--- config.mk ---
export PLATFORM = sky130hd
export DESIGN_NAME = vga_timing_gen
export DESIGN_NICKNAME = d
export VERILOG_FILES = /design/src/rtl/vga_timing_pkg.sv /design/src/rtl/vga_axis_counter.sv /design/src/rtl/vga_timing_gen.sv
export SDC_FILE = /design/constraint.sdc
export NUM_CORES = 1
export LEC_CHECK = 0
export CELL_PAD_IN_SITES_DETAIL_PLACEMENT = 1
export CELL_PAD_IN_SITES_GLOBAL_PLACEMENT = 2
export CORE_MARGIN = 2
export CORE_UTILIZATION = 35
export DETAILED_ROUTE_END_ITERATION = 8
export GPL_ROUTABILITY_DRIVEN = 1
export PLACE_DENSITY = 0.94
export SYNTH_ARGS = -nofsm -noshare
export SYNTH_HDL_FRONTEND = slang
export SYNTH_SLANG_ARGS = --single-unit
--- constraint.sdc ---
create_clock -name clk_25 -period 3.7 [get_ports clk_25]
set_clock_uncertainty 0.2 [all_clocks]
set_input_delay 0.74 -clock clk_25 [delete_from_list [all_inputs] [get_ports clk_25]]
set_output_delay 0.74 -clock clk_25 [all_outputs]
set_load 0.005 [all_outputs]
--- src/rtl/vga_timing_pkg.sv ---
// ----------------------------------------------------------------------------
// vga_timing_pkg
// Shared constants for the VGA raster timing generator.
//   - Default 640x480@60 line and frame geometry (25 MHz pixel clock).
//   - Sync polarity encodings used by the H_POL / V_POL parameters.
// No ports: this is a package.
// ----------------------------------------------------------------------------
package vga_timing_pkg;

    // Horizontal geometry, in pixels
    localparam int DEF_H_ACTIVE = 640;
    localparam int DEF_H_FP     = 16;
    localparam int DEF_H_SYNC   = 96;
    localparam int DEF_H_BP     = 48;
    localparam int DEF_H_TOTAL  = DEF_H_ACTIVE + DEF_H_FP + DEF_H_SYNC + DEF_H_BP;

    // Vertical geometry, in lines
    localparam int DEF_V_ACTIVE = 480;
    localparam int DEF_V_FP     = 10;
    localparam int DEF_V_SYNC   = 2;
    localparam int DEF_V_BP     = 33;
    localparam int DEF_V_TOTAL  = DEF_V_ACTIVE + DEF_V_FP + DEF_V_SYNC + DEF_V_BP;

    // Counter / coordinate width wide enough for both default totals
    localparam int DEF_CW = 10;

    // Level driven on a sync pin while the sync pulse is active
    localparam bit SYNC_ACTIVE_LOW  = 1'b0;
    localparam bit SYNC_ACTIVE_HIGH = 1'b1;

endpackage

--- src/rtl/vga_axis_counter.sv ---
// ----------------------------------------------------------------------------
// vga_axis_counter
// One raster axis (horizontal or vertical). Counts 0..TOTAL-1 while step is
// high and decodes the region the current count falls in.
// Region order within one period: active, front porch, sync, back porch.
// Ports:
//   clk_25     in   pixel clock
//   reset_n    in   synchronous active-low reset (count returns to 0)
//   step       in   advance the count by one position
//   cnt        out  current position, CW bits
//   wrap       out  current position is the last one (TOTAL-1)
//   in_active  out  current position is inside the visible region
//   in_sync    out  current position is inside the sync pulse
// ----------------------------------------------------------------------------
module vga_axis_counter
    import vga_timing_pkg::*;
#(
    parameter int ACTIVE = DEF_H_ACTIVE,
    parameter int FP     = DEF_H_FP,
    parameter int SYNC   = DEF_H_SYNC,
    parameter int BP     = DEF_H_BP,
    parameter int CW     = DEF_CW
) (
    input  logic          clk_25,
    input  logic          reset_n,
    input  logic          step,
    output logic [CW-1:0] cnt,
    output logic          wrap,
    output logic          in_active,
    output logic          in_sync
);

    localparam int TOTAL = ACTIVE + FP + SYNC + BP;

    // Elaboration-time sanity checks on the geometry
    if (ACTIVE < 1 || FP < 1 || SYNC < 1 || BP < 1 || CW < 1) begin : g_bad_width
        $error("vga_axis_counter: every region width and CW must be >= 1");
    end
    if (TOTAL > (2 ** CW)) begin : g_bad_cw
        $error("vga_axis_counter: TOTAL does not fit in CW bits");
    end

    // Region boundaries. BP >= 1 guarantees every boundary is below TOTAL,
    // so each fits in CW bits even when TOTAL == 2**CW.
    localparam logic [CW-1:0] LAST       = CW'(TOTAL - 1);
    localparam logic [CW-1:0] ACT_END    = CW'(ACTIVE);
    localparam logic [CW-1:0] SYNC_START = CW'(ACTIVE + FP);
    localparam logic [CW-1:0] SYNC_END   = CW'(ACTIVE + FP + SYNC);

    logic [CW-1:0] r_cnt;
    logic          w_wrap;

    assign w_wrap = (r_cnt == LAST);

    always_ff @(posedge clk_25) begin
        if (!reset_n) begin
            r_cnt <= '0;
        end else if (step) begin
            r_cnt <= w_wrap ? '0 : r_cnt + 1'b1;
        end
    end

    assign cnt       = r_cnt;
    assign wrap      = w_wrap;
    assign in_active = (r_cnt < ACT_END);
    assign in_sync   = (r_cnt >= SYNC_START) && (r_cnt < SYNC_END);

endmodule

--- src/rtl/vga_timing_gen.sv ---
// ----------------------------------------------------------------------------
// vga_timing_gen
// VGA raster timing generator on the 25 MHz pixel clock. Two axis counters
// track the raster position; every output is a registered decode of that
// position, so all outputs share exactly one cycle of latency.
// Ports:
//   clk_25       in   pixel clock
//   reset_n      in   synchronous active-low reset
//   en           in   advance enable; 0 freezes counters and outputs
//   h_sync       out  horizontal sync, active level H_POL
//   v_sync       out  vertical sync, active level V_POL
//   de           out  display enable (visible area)
//   x, y         out  pixel column/row, forced to 0 outside the visible area
//   line_start   out  high for position h=0 of every line
//   frame_start  out  high for position (0,0)
// The strobes are held along with everything else while en=0, so a consumer
// must qualify them with en.
// ----------------------------------------------------------------------------
module vga_timing_gen
    import vga_timing_pkg::*;
#(
    parameter int H_ACTIVE = DEF_H_ACTIVE,
    parameter int H_FP     = DEF_H_FP,
    parameter int H_SYNC   = DEF_H_SYNC,
    parameter int H_BP     = DEF_H_BP,
    parameter int V_ACTIVE = DEF_V_ACTIVE,
    parameter int V_FP     = DEF_V_FP,
    parameter int V_SYNC   = DEF_V_SYNC,
    parameter int V_BP     = DEF_V_BP,
    parameter bit H_POL    = SYNC_ACTIVE_LOW,
    parameter bit V_POL    = SYNC_ACTIVE_LOW,
    parameter int CW       = DEF_CW
) (
    input  logic          clk_25,
    input  logic          reset_n,
    input  logic          en,
    output logic          h_sync,
    output logic          v_sync,
    output logic          de,
    output logic [CW-1:0] x,
    output logic [CW-1:0] y,
    output logic          line_start,
    output logic          frame_start
);

    logic [CW-1:0] w_h_cnt;
    logic [CW-1:0] w_v_cnt;
    logic          w_h_wrap;
    logic          w_h_active;
    logic          w_h_in_sync;
    logic          w_v_active;
    logic          w_v_in_sync;
    logic          w_v_step;
    // The end of frame is already visible as the (0,0) decode that follows it,
    // so the vertical wrap flag has no consumer here.
    logic          w_v_wrap_unused;

    // The vertical axis moves once per line, on the last pixel of the line,
    // so v_sync can only change in step with h position 0.
    assign w_v_step = en & w_h_wrap;

    vga_axis_counter #(
        .ACTIVE (H_ACTIVE),
        .FP     (H_FP),
        .SYNC   (H_SYNC),
        .BP     (H_BP),
        .CW     (CW)
    ) u_h_axis (
        .clk_25    (clk_25),
        .reset_n   (reset_n),
        .step      (en),
        .cnt       (w_h_cnt),
        .wrap      (w_h_wrap),
        .in_active (w_h_active),
        .in_sync   (w_h_in_sync)
    );

    vga_axis_counter #(
        .ACTIVE (V_ACTIVE),
        .FP     (V_FP),
        .SYNC   (V_SYNC),
        .BP     (V_BP),
        .CW     (CW)
    ) u_v_axis (
        .clk_25    (clk_25),
        .reset_n   (reset_n),
        .step      (w_v_step),
        .cnt       (w_v_cnt),
        .wrap      (w_v_wrap_unused),
        .in_active (w_v_active),
        .in_sync   (w_v_in_sync)
    );

    // Combinational decode of the current position
    logic          w_de;
    logic          w_line_start;
    logic          w_frame_start;

    assign w_de          = w_h_active & w_v_active;
    assign w_line_start  = (w_h_cnt == '0);
    assign w_frame_start = w_line_start & (w_v_cnt == '0);

    // Output register stage
    logic          r_h_sync;
    logic          r_v_sync;
    logic          r_de;
    logic [CW-1:0] r_x;
    logic [CW-1:0] r_y;
    logic          r_line_start;
    logic          r_frame_start;

    always_ff @(posedge clk_25) begin
        if (!reset_n) begin
            r_h_sync      <= ~H_POL;
            r_v_sync      <= ~V_POL;
            r_de          <= 1'b0;
            r_x           <= '0;
            r_y           <= '0;
            r_line_start  <= 1'b0;
            r_frame_start <= 1'b0;
        end else if (en) begin
            r_h_sync      <= w_h_in_sync ? H_POL : ~H_POL;
            r_v_sync      <= w_v_in_sync ? V_POL : ~V_POL;
            r_de          <= w_de;
            r_x           <= w_de ? w_h_cnt : '0;
            r_y           <= w_de ? w_v_cnt : '0;
            r_line_start  <= w_line_start;
            r_frame_start <= w_frame_start;
        end
    end

    assign h_sync      = r_h_sync;
    assign v_sync      = r_v_sync;
    assign de          = r_de;
    assign x           = r_x;
    assign y           = r_y;
    assign line_start  = r_line_start;
    assign frame_start = r_frame_start;

endmodule

==> impl_results.html, run 1 <==
<table>
<tr><th>Metric</th><th>Value</th></tr>
<tr><th colspan="2">Worst setup path</th></tr>
<tr><td>Buf+Inv Stages, Crit Path</td><td>1</td></tr>
<tr><td>Cell with the biggest individual delay on the critical path</td><td>or4_1</td></tr>
<tr><td>Required time reported for the critical path endpoint</td><td>3730 ps</td></tr>
<tr><td>Reg2Reg Launch Point</td><td>u_h_axis.cnt[0]$_SDFFE_PN0P_</td></tr>
<tr><td>Crit. End Element</td><td>flop</td></tr>
<tr><td>Number of cells on the critical path</td><td>5</td></tr>
<tr><td>CP startpoint kind</td><td>primary input</td></tr>
<tr><td>Critical Path Start</td><td>en</td></tr>
<tr><td>End point of the critical path</td><td>u_v_axis.cnt[9]$_SDFFE_PN0P_</td></tr>
<tr><td>Cell breakdown of the critical path</td><td>clkdlybuf4s50_1 &gt; nand4_2 &gt; or3_4 &gt; or4_1 &gt; a21oi_1</td></tr>
<tr><td>Critical R2R Capture</td><td>u_v_axis.cnt[9]$_SDFFE_PN0P_</td></tr>
<tr><td>R2r setup slk</td><td>1370 ps</td></tr>
<tr><td>Critical Setup Path Class</td><td>primary input to flop</td></tr>
<tr><td>Largest fanout of any net on the critical path</td><td>14</td></tr>
<tr><td>Number of cell instances on the worst register-to-register path</td><td>5</td></tr>
<tr><td>Critical path's top delay family</td><td>simple AND/OR/NAND/NOR gates</td></tr>
<tr><td>Arrival @ worst endpoint</td><td>2620 ps</td></tr>
<tr><td>Longest individual stage delay on the worst path</td><td>520 ps</td></tr>
<tr><th colspan="2">Power and ir drop</th></tr>
<tr><td>Portion of total power attributed to sequential cells</td><td>57.0%</td></tr>
<tr><td>Int Pwr</td><td>0.0006784 W</td></tr>
<tr><td>Gate power share</td><td>4.8%</td></tr>
<tr><td>Clock network fraction of design power</td><td>38.2%</td></tr>
<tr><td>Total power density per cell area</td><td>379.6 nW/um2</td></tr>
<tr><td>Leakage</td><td>0.8619 nW</td></tr>
<tr><td>Worst-case vdd ir drop</td><td>0.1468 mV</td></tr>
<tr><td>Share of total power consumed by net switching</td><td>22.02%</td></tr>
<tr><td>Switching power total</td><td>0.0001916 W</td></tr>
<tr><th colspan="2">Synth</th></tr>
<tr><td>Sequential cell area fraction in the yosys report</td><td>48.98%</td></tr>
<tr><td>Dominant register cell in the synthesized netlist</td><td>dfxtp_1</td></tr>
<tr><td>Net count of the mapped netlist</td><td>200</td></tr>
<tr><td>Top area cells in the synthesized netlist</td><td>dfxtp_1, a22o_1, nand3_1</td></tr>
<tr><td>Biggest area consumer among synthesized cells</td><td>dfxtp_1</td></tr>
<tr><td>Synth top cells by count</td><td>dfxtp_1, a22o_1, nand2_1, nor2_1, nand3_1</td></tr>
<tr><td>EDFF count, synth</td><td>0</td></tr>
<tr><td>Avg Cell Area, Syn</td><td>9.530 um2</td></tr>
<tr><td>Post-synthesis async set-or-reset flop share</td><td>0%</td></tr>
<tr><td>Post-synthesis cell count</td><td>193</td></tr>
<tr><td>Proportion of netlist area held by the largest area contributor</td><td>48.98%</td></tr>
<tr><td>Yosys synthesis warning count</td><td>0</td></tr>
<tr><td>Library cells used by synthesis</td><td>34</td></tr>
<tr><td>Number of flip-flops and latches in the synthesized netlist</td><td>45</td></tr>
<tr><td>Most repeated cell in the gate-level netlist after synthesis</td><td>dfxtp_1</td></tr>
<tr><td>Post-Synthesis Cell Area</td><td>1839 um2</td></tr>
<tr><th colspan="2">Placement</th></tr>
<tr><td>Buffers added on ports</td><td>27</td></tr>
<tr><td>Final weighted congestion of routability-driven global placement</td><td>0.7630</td></tr>
<tr><td>Placement Cell Area</td><td>2191 um2</td></tr>
<tr><td>DP Wirelength</td><td>3.310 mm</td></tr>
<tr><th colspan="2">CTS</th></tr>
<tr><td>Post CTS Setup Buffer Count</td><td>0</td></tr>
<tr><td>Clock-pin transition on the worst setup and hold timing paths</td><td>80 ps</td></tr>
<tr><td>CTS max path bufs</td><td>2</td></tr>
<tr><td>Max H-tree Level</td><td>2</td></tr>
<tr><td>Hold-fix buffers at CTS</td><td>0</td></tr>
<tr><td>Clock buffers created by TritonCTS</td><td>5</td></tr>
<tr><td>Number of resized instances in the post-cts repair step</td><td>0</td></tr>
<tr><td>TritonCTS sink count</td><td>45</td></tr>
<tr><td>Clock tree from TritonCTS</td><td>built</td></tr>
<tr><td>Skew-Pair Late Insertion Delay</td><td>290 ps</td></tr>
<tr><td>CTS root buffer</td><td>clkbuf_8</td></tr>
<tr><th colspan="2">Die</th></tr>
<tr><td>Number of top-level pins</td><td>28</td></tr>
<tr><td>Width of the die</td><td>76.49 um</td></tr>
<tr><td>Area inside the core boundary</td><td>5075 um2</td></tr>
<tr><td>Overall die area</td><td>5851 um2</td></tr>
<tr><td># rows</td><td>26</td></tr>
<tr><td>Die Height</td><td>76.49 um</td></tr>
<tr><td>Initial core utilization</td><td>36.24%</td></tr>
<tr><th colspan="2">STA</th></tr>
<tr><td>Maximum achievable frequency</td><td>385.9 MHz</td></tr>
<tr><td>Final setup TNS</td><td>0 ps</td></tr>
<tr><td>Setup repair after global routing missed its margin</td><td>false</td></tr>
<tr><td>Crit share post-route</td><td>70.03%</td></tr>
<tr><td>Number of setup violations in the final report</td><td>0</td></tr>
<tr><td>Final critical delay including setup and external delays</td><td>2591 ps</td></tr>
<tr><td>Max-slew violation count</td><td>0</td></tr>
<tr><td>Slew headroom</td><td>53.26%</td></tr>
<tr><td>Final count of hold timing violations</td><td>0</td></tr>
<tr><td>Slew at the pin closest to its max-slew limit</td><td>698.5 ps</td></tr>
<tr><th colspan="2">Final layout</th></tr>
<tr><td>Finished Cell Area</td><td>2292 um2</td></tr>
<tr><td>Area occupied by registers</td><td>900.9 um2</td></tr>
<tr><td>Fraction of layout instances using a drive strength above 1</td><td>7.623%</td></tr>
<tr><td>Area of combinational cells with multiple inputs</td><td>872.1 um2</td></tr>
<tr><td>Synth-to-Final Area Change</td><td>24.63%</td></tr>
<tr><td>Total of fill cells in the finished design</td><td>601</td></tr>
<tr><td>Antenna fix cells</td><td>0</td></tr>
<tr><td>Total Nets Final</td><td>229</td></tr>
<tr><th colspan="2">Routing</th></tr>
<tr><td>Via count</td><td>1,564</td></tr>
<tr><td>Remaining antenna violation count</td><td>0</td></tr>
<tr><td>Detailed-routing iteration count for the pre-antenna-repair pass</td><td>4</td></tr>
<tr><td>Via density per instance</td><td>5.338</td></tr>
<tr><td>Drt initial violations</td><td>71</td></tr>
<tr><td>Post-detailed-route wirelength per cell</td><td>15.51 um</td></tr>
<tr><td>Wire length after detailed routing</td><td>4.543 mm</td></tr>
<tr><td>Count of unresolved DRC violations after routing</td><td>0</td></tr>
<tr><th colspan="2">Global routing</th></tr>
<tr><td>First-pass GRT wire length</td><td>7.714 mm</td></tr>
<tr><td>All-Layer GR Usage</td><td>16.44%</td></tr>
<tr><td>Pin count of the biggest net entering global routing</td><td>15</td></tr>
<tr><td>Grt total ovfl</td><td>0</td></tr>
<tr><td>Number of antenna violations at the first check in global routing</td><td>0</td></tr>
<tr><td>Number of global-route vias before repair</td><td>1,533</td></tr>
<tr><th colspan="2">Hold path</th></tr>
<tr><td>Startpoint of the most critical hold path</td><td>line_start$_SDFFE_PN0P_</td></tr>
<tr><td>Classification of the worst-slack hold path</td><td>flop to flop</td></tr>
<tr><th colspan="2">Run status</th></tr>
<tr><td>Status</td><td>complete, no violations</td></tr>
<tr><th colspan="2">Run</th></tr>
<tr><td>Number of maximum-capacitance constraint violations</td><td>0</td></tr>
</table>
-- logic make-up after synthesis --
group | Yosys count | synth area share [%]
xor+xnor | 8 | 3.810
fa+ha+maj | 4 | 2.721
compound gates | 43 | 16.73
buf+inv | 16 | 3.606
flops | 45 | 48.98
simple gates | 75 | 23.06
mux | 2 | 1.088
-- per-layer routing --
metal	vias to the layer above	global-route usage (%)	share of wire (%)
met4	0	5.273	0.64
met1	766	23.66	51
met3	2	3.555	4.1
li1	766	-	-
met2	30	24.42	45
met5	-	0	0
-- layout by cell type (no fill, tap or decap), types with 5 or more instances in the layout --
cell type and count:
nor3_1 5, nor2_1 14, nand2_1 14, or4_1 5, clkbuf_8 7, a21oi_1 10
xor2_1 5, o21ai_0 8, a22o_1 18, nand3_1 12, clkdlybuf4s50_1 27, dfxtp_1 45
buf_4 5, inv_1 6
-- metrics by stage --
stage	util, %	hold slack [ps]	power [W]	setup WS, ps	cells
after floorplan	-	234.5	0.0005285	1281	193
after global placement	43.17	230.8	0.0005478	850.9	285
after detailed placement	43.17	240.9	0.0005501	804.7	285
after CTS	45.17	252.3	0.0008793	1118	293
after global routing	45.17	281.6	0.0009133	903.0	293
final	45.17	244.3	0.0008700	1109	293
-- power by group through the flow --
stage / Sequential [W] / Clock [W] / Combinational, W
final: 0.000496 / 0.000332 / 0.0000419
after global routing: 0.000497 / 0.000369 / 0.0000471
after CTS: 0.000496 / 0.000341 / 0.0000427
after detailed placement: 0.000508 / 0 / 0.0000425
after global placement: 0.000507 / 0 / 0.0000406
after floorplan: 0.000507 / 0 / 0.0000218
-- sequential cells by signal, summed over array words and instances (netlist names) --
name / flops
u_h_axis.cnt: 10
u_v_axis.cnt: 10
de: 1
x: 10
y: 10
frame_start: 1
h_sync: 1
v_sync: 1
line_start: 1
-- final cells by class --
cell class | instances | share of cell area, %
multi-input cells | 132 | 38.05
well taps | 70 | 3.821
inverters | 6 | 0.9825
clock buffers | 7 | 4.203
clock inverters | 1 | 0.2183
flip-flops and latches | 45 | 39.30
repair buffers | 32 | 13.43
-- tightest hold or removal path, delay by kind of cell (launching register included) --
kind	cells	cell delay, ps
DFF	1	320
and+or+nand+nor	2	90
-- how the worst min path moves through the flow --
stage                                   end  slack [ps]  depth (start not counted)
floorplan           line_start$_SDFFE_PN0P_         230                          2
global placement    line_start$_SDFFE_PN0P_         230                          2
detailed placement  line_start$_SDFFE_PN0P_         240                          2
CTS                 line_start$_SDFFE_PN0P_         250                          2
global route        line_start$_SDFFE_PN0P_         280                          2
finish              line_start$_SDFFE_PN0P_         240                          2
Note: power is estimated with default switching activity, not from simulation.
==> run 2, diff against run 1 <==
- CORE_UTILIZATION: 35 -> 29
- PLACE_DENSITY: 0.94 -> 0.85
- clock period: 3.7 -> 2.3 ns (I/O delays scaled with it)
==> run 2 against run 1 <==
  * Critical path depth did not move
  * Sequential power rose by 60%
  * Die area rose by 20%
  * Cell area rose by 6.5%
  * Combinational power rose by 100%
  * Via count rose by 3.2%
  * Critical endpoint is now u_v_axis.cnt[7]$_SDFFE_PN0P_
==> impl_results.html, run 2 (synthesis results as in run 1) <==
<table>
<tr><th>Metric</th><th>Value</th></tr>
<tr><th colspan="2">Placement</th></tr>
<tr><td>Post-place setup slack</td><td>-212.0 ps (was 804.7 ps)</td></tr>
<tr><td>DP Wirelength</td><td>3.590 mm (was 3.310 mm)</td></tr>
<tr><td>Cell count after placement</td><td>307 (was 285)</td></tr>
<tr><td>Buffers added on ports</td><td>27 (unchanged)</td></tr>
<tr><td>Final weighted congestion of routability-driven global placement</td><td>0.8145 (was 0.7630)</td></tr>
<tr><th colspan="2">Worst setup path</th></tr>
<tr><td>Cell with the biggest individual delay on the critical path</td><td>or4_1 (unchanged)</td></tr>
<tr><td>Number of cell instances on the worst register-to-register path</td><td>4 (was 5)</td></tr>
<tr><td>Critical Setup Path Class</td><td>primary input to flop (unchanged)</td></tr>
<tr><td>Cell breakdown of the critical path</td><td>clkdlybuf4s50_1 &gt; nand4_2 &gt; or3_4 &gt; or4_1 &gt; a21oi_1 (unchanged)</td></tr>
<tr><td>Number of cells on the critical path</td><td>5 (unchanged)</td></tr>
<tr><td>Required time reported for the critical path endpoint</td><td>2330 ps (was 3730 ps)</td></tr>
<tr><td>Critical path's top delay family</td><td>simple AND/OR/NAND/NOR gates (unchanged)</td></tr>
<tr><td>Largest fanout of any net on the critical path</td><td>11 (was 14)</td></tr>
<tr><td>Buf+Inv Stages, Crit Path</td><td>1 (unchanged)</td></tr>
<tr><td>CP startpoint kind</td><td>primary input (unchanged)</td></tr>
<tr><td>Arrival @ worst endpoint</td><td>2240 ps (was 2620 ps)</td></tr>
<tr><td>Crit. End Element</td><td>flop (unchanged)</td></tr>
<tr><td>Longest individual stage delay on the worst path</td><td>520 ps (about the same)</td></tr>
<tr><th colspan="2">STA</th></tr>
<tr><td>Final count of hold timing violations</td><td>0 (unchanged)</td></tr>
<tr><td>Slew headroom</td><td>75.51% (was 53.26%)</td></tr>
<tr><td>Maximum achievable frequency</td><td>453.6 MHz</td></tr>
<tr><td>Crit share post-route</td><td>95.85%</td></tr>
<tr><td>Final setup TNS</td><td>0 ps (unchanged)</td></tr>
<tr><td>Number of setup violations in the final report</td><td>0 (unchanged)</td></tr>
<tr><td>Slew at the pin closest to its max-slew limit</td><td>362.2 ps (was 698.5 ps)</td></tr>
<tr><td>Worst hold margin</td><td>238.8 ps (was 244.3 ps)</td></tr>
<tr><td>Setup repair after global routing missed its margin</td><td>false (unchanged)</td></tr>
<tr><td>Final critical delay including setup and external delays</td><td>2205 ps</td></tr>
<tr><td>Crit path setup slack, layout</td><td>95.41 ps (was 1109 ps)</td></tr>
<tr><td>Max-slew violation count</td><td>0 (unchanged)</td></tr>
<tr><th colspan="2">Power and ir drop</th></tr>
<tr><td>Int Pwr</td><td>0.001185 W (was 0.0006784 W)</td></tr>
<tr><td>Total power density per cell area</td><td>611.8 nW/um2 (was 379.6 nW/um2)</td></tr>
<tr><td>Leakage</td><td>0.9473 nW (was 0.8619 nW)</td></tr>
<tr><td>Portion of total power attributed to sequential cells</td><td>53.2% (was 57.0%)</td></tr>
<tr><td>Clock network fraction of design power</td><td>41.1% (was 38.2%)</td></tr>
<tr><td>Gate power share</td><td>5.7% (was 4.8%)</td></tr>
<tr><td>Share of total power consumed by net switching</td><td>20.65% (was 22.02%)</td></tr>
<tr><td>Switching power total</td><td>0.0003084 W (was 0.0001916 W)</td></tr>
<tr><td>Worst-case vdd ir drop</td><td>0.2455 mV (was 0.1468 mV)</td></tr>
<tr><th colspan="2">Routing</th></tr>
<tr><td>Met2 WL post-DR</td><td>2.148 mm (was 2.031 mm)</td></tr>
<tr><td>Via density per instance</td><td>5.124 (was 5.338)</td></tr>
<tr><td>Detailed route wirelength on metal3</td><td>151 um (was 186 um)</td></tr>
<tr><td>Drt initial violations</td><td>104 (was 71)</td></tr>
<tr><td>Top Layer Used</td><td>met4 (unchanged)</td></tr>
<tr><td>Remaining antenna violation count</td><td>0 (unchanged)</td></tr>
<tr><td>Post-detailed-route wirelength per cell</td><td>15.28 um (was 15.51 um)</td></tr>
<tr><td>Wire length after detailed routing</td><td>4.814 mm (was 4.543 mm)</td></tr>
<tr><td>Count of unresolved DRC violations after routing</td><td>0 (unchanged)</td></tr>
<tr><td>Via count</td><td>1,614 (was 1,564)</td></tr>
<tr><td>Detailed-routing iteration count for the pre-antenna-repair pass</td><td>4 (unchanged)</td></tr>
<tr><td>DRT met1 WL</td><td>2.456 mm (was 2.295 mm)</td></tr>
<tr><th colspan="2">Final layout</th></tr>
<tr><td>Fraction of layout instances using a drive strength above 1</td><td>13.03% (was 7.623%)</td></tr>
<tr><td>Most frequent cells in the layout</td><td>dfxtp_1, clkdlybuf4s50_1, buf_4 (was dfxtp_1, clkdlybuf4s50_1, a22o_1)</td></tr>
<tr><td>Synth-to-Final Area Change</td><td>32.72% (was 24.63%)</td></tr>
<tr><td>Antenna fix cells</td><td>0 (unchanged)</td></tr>
<tr><td>Total Nets Final</td><td>244 (was 229)</td></tr>
<tr><td>Post-Layout Cell Count</td><td>315 (was 293)</td></tr>
<tr><td>Area occupied by registers</td><td>900.9 um2 (unchanged)</td></tr>
<tr><td>Commonest non-fill, non-tap cell in the layout</td><td>dfxtp_1 (unchanged)</td></tr>
<tr><td>Area of combinational cells with multiple inputs</td><td>872.1 um2 (unchanged)</td></tr>
<tr><td>Total of fill cells in the finished design</td><td>722 (was 601)</td></tr>
<tr><th colspan="2">Die</th></tr>
<tr><td>Area inside the core boundary</td><td>6241 um2 (was 5075 um2)</td></tr>
<tr><td># rows</td><td>29 (was 26)</td></tr>
<tr><td>Number of top-level pins</td><td>28 (unchanged)</td></tr>
<tr><td>Die Height</td><td>83.64 um (was 76.49 um)</td></tr>
<tr><td>Width of the die</td><td>83.64 um (was 76.49 um)</td></tr>
<tr><td>Initial core utilization</td><td>29.47% (was 36.24%)</td></tr>
<tr><td>Overall die area</td><td>6996 um2 (was 5851 um2)</td></tr>
<tr><th colspan="2">CTS</th></tr>
<tr><td>Hold-fix buffers at CTS</td><td>0 (unchanged)</td></tr>
<tr><td>Clock-pin transition on the worst setup and hold timing paths</td><td>80 ps (about the same)</td></tr>
<tr><td>TritonCTS sink count</td><td>45 (unchanged)</td></tr>
<tr><td>Post CTS Setup Buffer Count</td><td>0 (unchanged)</td></tr>
<tr><td>Clock buffers created by TritonCTS</td><td>5 (unchanged)</td></tr>
<tr><td>CTS max path bufs</td><td>2 (unchanged)</td></tr>
<tr><td>Clock tree from TritonCTS</td><td>built (unchanged)</td></tr>
<tr><td>CTS root buffer</td><td>clkbuf_8 (unchanged)</td></tr>
<tr><td>Skew-Pair Late Insertion Delay</td><td>300 ps (was 290 ps)</td></tr>
<tr><td>Number of resized instances in the post-cts repair step</td><td>0 (unchanged)</td></tr>
<tr><td>Max H-tree Level</td><td>2 (unchanged)</td></tr>
<tr><th colspan="2">Global routing</th></tr>
<tr><td>Number of global-route vias before repair</td><td>1,555 (was 1,533)</td></tr>
<tr><td>Grt total ovfl</td><td>0 (unchanged)</td></tr>
<tr><td>Pin count of the biggest net entering global routing</td><td>14 (was 15)</td></tr>
<tr><td>Number of antenna violations at the first check in global routing</td><td>0 (unchanged)</td></tr>
<tr><td>First-pass GRT wire length</td><td>8.293 mm (was 7.714 mm)</td></tr>
<tr><td>All-Layer GR Usage</td><td>14.69% (was 16.44%)</td></tr>
<tr><th colspan="2">Hold path</th></tr>
<tr><td>Cells on Worst Hold Path</td><td>2 (unchanged)</td></tr>
<tr><td>Classification of the worst-slack hold path</td><td>flop to flop (unchanged)</td></tr>
<tr><th colspan="2">Run status</th></tr>
<tr><td>Status</td><td>complete, no violations (unchanged)</td></tr>
<tr><th colspan="2">Run</th></tr>
<tr><td>Number of maximum-capacitance constraint violations</td><td>0 (unchanged)</td></tr>
</table>
run 2: cell types whose count changed in the layout (fill, tap and decap cells not counted):
| cell | change |
|---|---|
| clkbuf_1 | +1 |
| buf_12 | +1 |
| clkinv_2 | -1 |
| clkbuf_8 | -1 |
| bufinv_16 | +1 |
| buf_4 | +14 |
run 2: area by class of cell:
| cell class | count | area share, % |
|---|---|---|
| multi-input combinational | 132 | 35.73 |
| tap | 77 | 3.947 |
| sequential | 45 | 36.90 |
| clock buffer | 7 | 3.537 |
| timing repair buffer | 47 | 17.73 |
| inverter | 6 | 0.9226 |
| clock inverter | 1 | 1.230 |
run 2: worst min-delay path, stage by stage, from the launching register on:
cell and delay, ps:
dfxtp_1 310, nand2_1 50, nand2_1 40
run 2: power by group through the flow:
stage	Combinational, W	Sequential, W	Clock, W
CTS	0.0000859	0.000795	0.000636
detailed placement	0.0000853	0.000813	0
global placement	0.0000822	0.000813	0
finish	0.0000847	0.000795	0.000614
global route	0.0000943	0.000797	0.000666
floorplan	0.0000351	0.000815	0
run 2: metrics by stage:
stage | total power [W] | utilization (%) | instance area [um2]
floorplan | 0.0008501 | - | 1839
global placement | 0.0008950 | 37.25 | 2325
detailed placement | 0.0008987 | 37.25 | 2325
CTS | 0.001517 | 39.11 | 2441
global route | 0.001557 | 39.11 | 2441
finish | 0.001493 | 39.11 | 2441
run 2: layer usage:
layer,GRT usage (%),up-vias
li1,-,796
met1,21.91,785
met2,21.60,27
met3,2.671,6
met4,4.252,0
met5,0,-
run 2: final timing paths:
kind                                startpoint                            to  slack (ps)
hold reg to reg        line_start$_SDFFE_PN0P_       line_start$_SDFFE_PN0P_         240
setup reg to reg  u_h_axis.cnt[6]$_SDFFE_PN0P_  u_v_axis.cnt[7]$_SDFFE_PN0P_         140
setup / recovery                            en  u_v_axis.cnt[7]$_SDFFE_PN0P_         100
hold / removal         line_start$_SDFFE_PN0P_       line_start$_SDFFE_PN0P_         240
==> run 3, diff against run 2 <==
- CELL_PAD_IN_SITES_DETAIL_PLACEMENT: 1 -> default
- CELL_PAD_IN_SITES_GLOBAL_PLACEMENT: 2 -> default
- CORE_UTILIZATION: 29 -> 47
- CTS_CLUSTER_SIZE: default -> 24
- PLACE_DENSITY: 0.85 -> 0.86
- SLEW_MARGIN: default -> 20
==> run 3 against run 2 <==
  * Flip-flop and latch count stayed put
  * Global-route usage grew 5.7 points
  * Sequential power about the same
  * Worst hold slack better by 18 ps
  * Die area fell by 37%
  * Non-clock buffer count is 6 lower
  * Critical path depth rose by 1
  * Clock-buffer cell count is the same
  * Wire length is 16% lower
==> impl_results.html, run 3 (synthesis results as in run 1) <==
<table>
<tr><th>Metric</th><th>Value</th></tr>
<tr><th colspan="2">Run status</th></tr>
<tr><td>Status</td><td>complete, no violations (unchanged)</td></tr>
<tr><th colspan="2">Placement</th></tr>
<tr><td>Buffers added on ports</td><td>27 (unchanged)</td></tr>
<tr><td>Cell count after placement</td><td>272 (was 307)</td></tr>
<tr><td>Placement Cell Area</td><td>2231 um2 (was 2325 um2)</td></tr>
<tr><td>Final weighted congestion of routability-driven global placement</td><td>0.8480 (was 0.8145)</td></tr>
<tr><td>DP Wirelength</td><td>2.898 mm (was 3.590 mm)</td></tr>
<tr><th colspan="2">Routing</th></tr>
<tr><td>Met2 WL post-DR</td><td>1.776 mm (was 2.148 mm)</td></tr>
<tr><td>Detailed route wirelength on metal3</td><td>232 um (was 151 um)</td></tr>
<tr><td>Via density per instance</td><td>5.679 (was 5.124)</td></tr>
<tr><td>DRT met1 WL</td><td>1.986 mm (was 2.456 mm)</td></tr>
<tr><td>Via count</td><td>1,590 (was 1,614)</td></tr>
<tr><td>Wire length after detailed routing</td><td>4.056 mm (was 4.814 mm)</td></tr>
<tr><td>Post-detailed-route wirelength per cell</td><td>14.49 um (was 15.28 um)</td></tr>
<tr><td>Remaining antenna violation count</td><td>0 (unchanged)</td></tr>
<tr><td>Drt initial violations</td><td>91 (was 104)</td></tr>
<tr><td>Detailed-routing iteration count for the pre-antenna-repair pass</td><td>4 (unchanged)</td></tr>
<tr><td>Count of unresolved DRC violations after routing</td><td>0 (unchanged)</td></tr>
<tr><td>Top Layer Used</td><td>met4 (unchanged)</td></tr>
<tr><th colspan="2">Worst setup path</th></tr>
<tr><td>CP startpoint kind</td><td>flop (was primary input)</td></tr>
<tr><td>Crit. End Element</td><td>flop (unchanged)</td></tr>
<tr><td>Critical Setup Path Class</td><td>flop to flop (was primary input to flop)</td></tr>
<tr><td>Largest fanout of any net on the critical path</td><td>7 (was 11)</td></tr>
<tr><td>Required time reported for the critical path endpoint</td><td>2330 ps (about the same)</td></tr>
<tr><td>Arrival @ worst endpoint</td><td>2230 ps (was 2240 ps)</td></tr>
<tr><td>Number of cell instances on the worst register-to-register path</td><td>6 (was 4)</td></tr>
<tr><th colspan="2">STA</th></tr>
<tr><td>Worst hold margin</td><td>256.6 ps (was 238.8 ps)</td></tr>
<tr><td>Crit share post-route</td><td>95.70% (was 95.85%)</td></tr>
<tr><td>Setup repair after global routing missed its margin</td><td>false (unchanged)</td></tr>
<tr><td>Final critical delay including setup and external delays</td><td>2201 ps (was 2205 ps)</td></tr>
<tr><td>Slew headroom</td><td>74.69% (was 75.51%)</td></tr>
<tr><td>Max-slew violation count</td><td>0 (unchanged)</td></tr>
<tr><td>Number of setup violations in the final report</td><td>0 (unchanged)</td></tr>
<tr><td>Slew at the pin closest to its max-slew limit</td><td>375.7 ps (was 362.2 ps)</td></tr>
<tr><td>Maximum achievable frequency</td><td>454.3 MHz (was 453.6 MHz)</td></tr>
<tr><td>Final count of hold timing violations</td><td>0 (unchanged)</td></tr>
<tr><th colspan="2">Die</th></tr>
<tr><td>Number of top-level pins</td><td>28 (unchanged)</td></tr>
<tr><td>Die Height</td><td>66.56 um (was 83.64 um)</td></tr>
<tr><td>Area inside the core boundary</td><td>3716 um2 (was 6241 um2)</td></tr>
<tr><td>Overall die area</td><td>4430 um2 (was 6996 um2)</td></tr>
<tr><td>Width of the die</td><td>66.56 um (was 83.64 um)</td></tr>
<tr><td>Initial core utilization</td><td>49.49% (was 29.47%)</td></tr>
<tr><td># rows</td><td>22 (was 29)</td></tr>
<tr><th colspan="2">CTS</th></tr>
<tr><td>Clock tree from TritonCTS</td><td>built (unchanged)</td></tr>
<tr><td>Clock-pin transition on the worst setup and hold timing paths</td><td>80 ps (about the same)</td></tr>
<tr><td>Hold-fix buffers at CTS</td><td>0 (unchanged)</td></tr>
<tr><td>Skew-Pair Late Insertion Delay</td><td>310 ps (was 300 ps)</td></tr>
<tr><td>Post CTS Setup Buffer Count</td><td>0 (unchanged)</td></tr>
<tr><td>Clock buffers created by TritonCTS</td><td>5 (unchanged)</td></tr>
<tr><td>Max H-tree Level</td><td>2 (unchanged)</td></tr>
<tr><td>TritonCTS sink count</td><td>45 (unchanged)</td></tr>
<tr><td>Number of resized instances in the post-cts repair step</td><td>0 (unchanged)</td></tr>
<tr><td>CTS max path bufs</td><td>2 (unchanged)</td></tr>
<tr><td>CTS root buffer</td><td>clkbuf_8 (unchanged)</td></tr>
<tr><th colspan="2">Final layout</th></tr>
<tr><td>Total of fill cells in the finished design</td><td>324 (was 722)</td></tr>
<tr><td>Post-Layout Cell Count</td><td>280 (was 315)</td></tr>
<tr><td>Most frequent cells in the layout</td><td>dfxtp_1, clkdlybuf4s50_1, a22o_1 (was dfxtp_1, clkdlybuf4s50_1, buf_4)</td></tr>
<tr><td>Commonest non-fill, non-tap cell in the layout</td><td>dfxtp_1 (unchanged)</td></tr>
<tr><td>Antenna fix cells</td><td>0 (unchanged)</td></tr>
<tr><td>Synth-to-Final Area Change</td><td>27.75% (was 32.72%)</td></tr>
<tr><td>Finished Cell Area</td><td>2350 um2 (was 2441 um2)</td></tr>
<tr><td>Fraction of layout instances using a drive strength above 1</td><td>11.21% (was 13.03%)</td></tr>
<tr><td>Total Nets Final</td><td>238 (was 244)</td></tr>
<tr><th colspan="2">Global routing</th></tr>
<tr><td>Grt total ovfl</td><td>0 (unchanged)</td></tr>
<tr><td>Number of antenna violations at the first check in global routing</td><td>0 (unchanged)</td></tr>
<tr><td>First-pass GRT wire length</td><td>6.713 mm (was 8.293 mm)</td></tr>
<tr><td>Number of global-route vias before repair</td><td>1,455 (was 1,555)</td></tr>
<tr><td>Pin count of the biggest net entering global routing</td><td>20 (was 14)</td></tr>
<tr><td>All-Layer GR Usage</td><td>20.38% (was 14.69%)</td></tr>
<tr><th colspan="2">Run</th></tr>
<tr><td>Number of maximum-capacitance constraint violations</td><td>0 (unchanged)</td></tr>
<tr><th colspan="2">Power and ir drop</th></tr>
<tr><td>Leakage</td><td>0.9072 nW (was 0.9473 nW)</td></tr>
<tr><td>Total power density per cell area</td><td>633.6 nW/um2 (was 611.8 nW/um2)</td></tr>
<tr><td>Worst-case vdd ir drop</td><td>0.2357 mV (was 0.2455 mV)</td></tr>
<tr><th colspan="2">Hold path</th></tr>
<tr><td>Classification of the worst-slack hold path</td><td>flop to flop (unchanged)</td></tr>
<tr><td>Cells on Worst Hold Path</td><td>1 (was 2)</td></tr>
</table>
==> run 3: cell count changes in the layout (fill, tap and decap cells not counted), sizes merged <==
cell,change
buf,-6
==> run 3: layout make-up <==
type / count / area, um2 / share of cell area [%]
tap: 48 / 60.06 / 2.556
multi-input combinational: 132 / 874.6 / 37.22
clock buffer: 7 / 86.33 / 3.674
inverter: 6 / 22.52 / 0.9585
timing repair buffer: 41 / 375.4 / 15.97
clock inverter: 1 / 30.03 / 1.278
sequential: 45 / 900.9 / 38.34
==> run 3: through the flow <==
stage	power, W	TNS (ps)	util (%)	setup WS [ps]
global route	0.001535	0	63.23	11.50
finish	0.001489	0	63.23	99.01
global placement	0.0008842	-599.1	60.03	-125.3
floorplan	0.0008501	0	-	160.9
CTS	0.001492	0	63.17	101.2
detailed placement	0.0008887	-1082	60.03	-207.3
==> run 3: worst max-delay path, stage by stage, from the launching register on <==
cell and delay [ps]:
dfxtp_1 410, ha_2 240, nand4_2 130, or3_4 450, buf_4 170, or3_1 360
a21oi_1 170
==> run 3: path summary, 6_finish.rpt <==
path | slack [ps] | to | start
hold / removal | 260 | de$_SDFFE_PN0P_ | de$_SDFFE_PN0P_
setup / recovery | 100 | u_v_axis.cnt[5]$_SDFFE_PN0P_ | u_h_axis.cnt[1]$_SDFFE_PN0P_
setup reg to reg | 100 | u_v_axis.cnt[5]$_SDFFE_PN0P_ | u_h_axis.cnt[1]$_SDFFE_PN0P_
hold reg to reg | 260 | de$_SDFFE_PN0P_ | de$_SDFFE_PN0P_
==> run 3: per-layer routing <==
layer	vias to the layer above	track usage (%)
li1	780	-
met1	745	27.58
met4	0	8.418
met3	7	5.068
met5	-	0
met2	58	30.88
==> run 3: power by group <==
group	total [W]	internal (W)	switching [W]
combinational	0.0000742	0.0000356	0.0000385
sequential	0.000796	0.000789	0.00000727
clock	0.000619	0.000354	0.000264
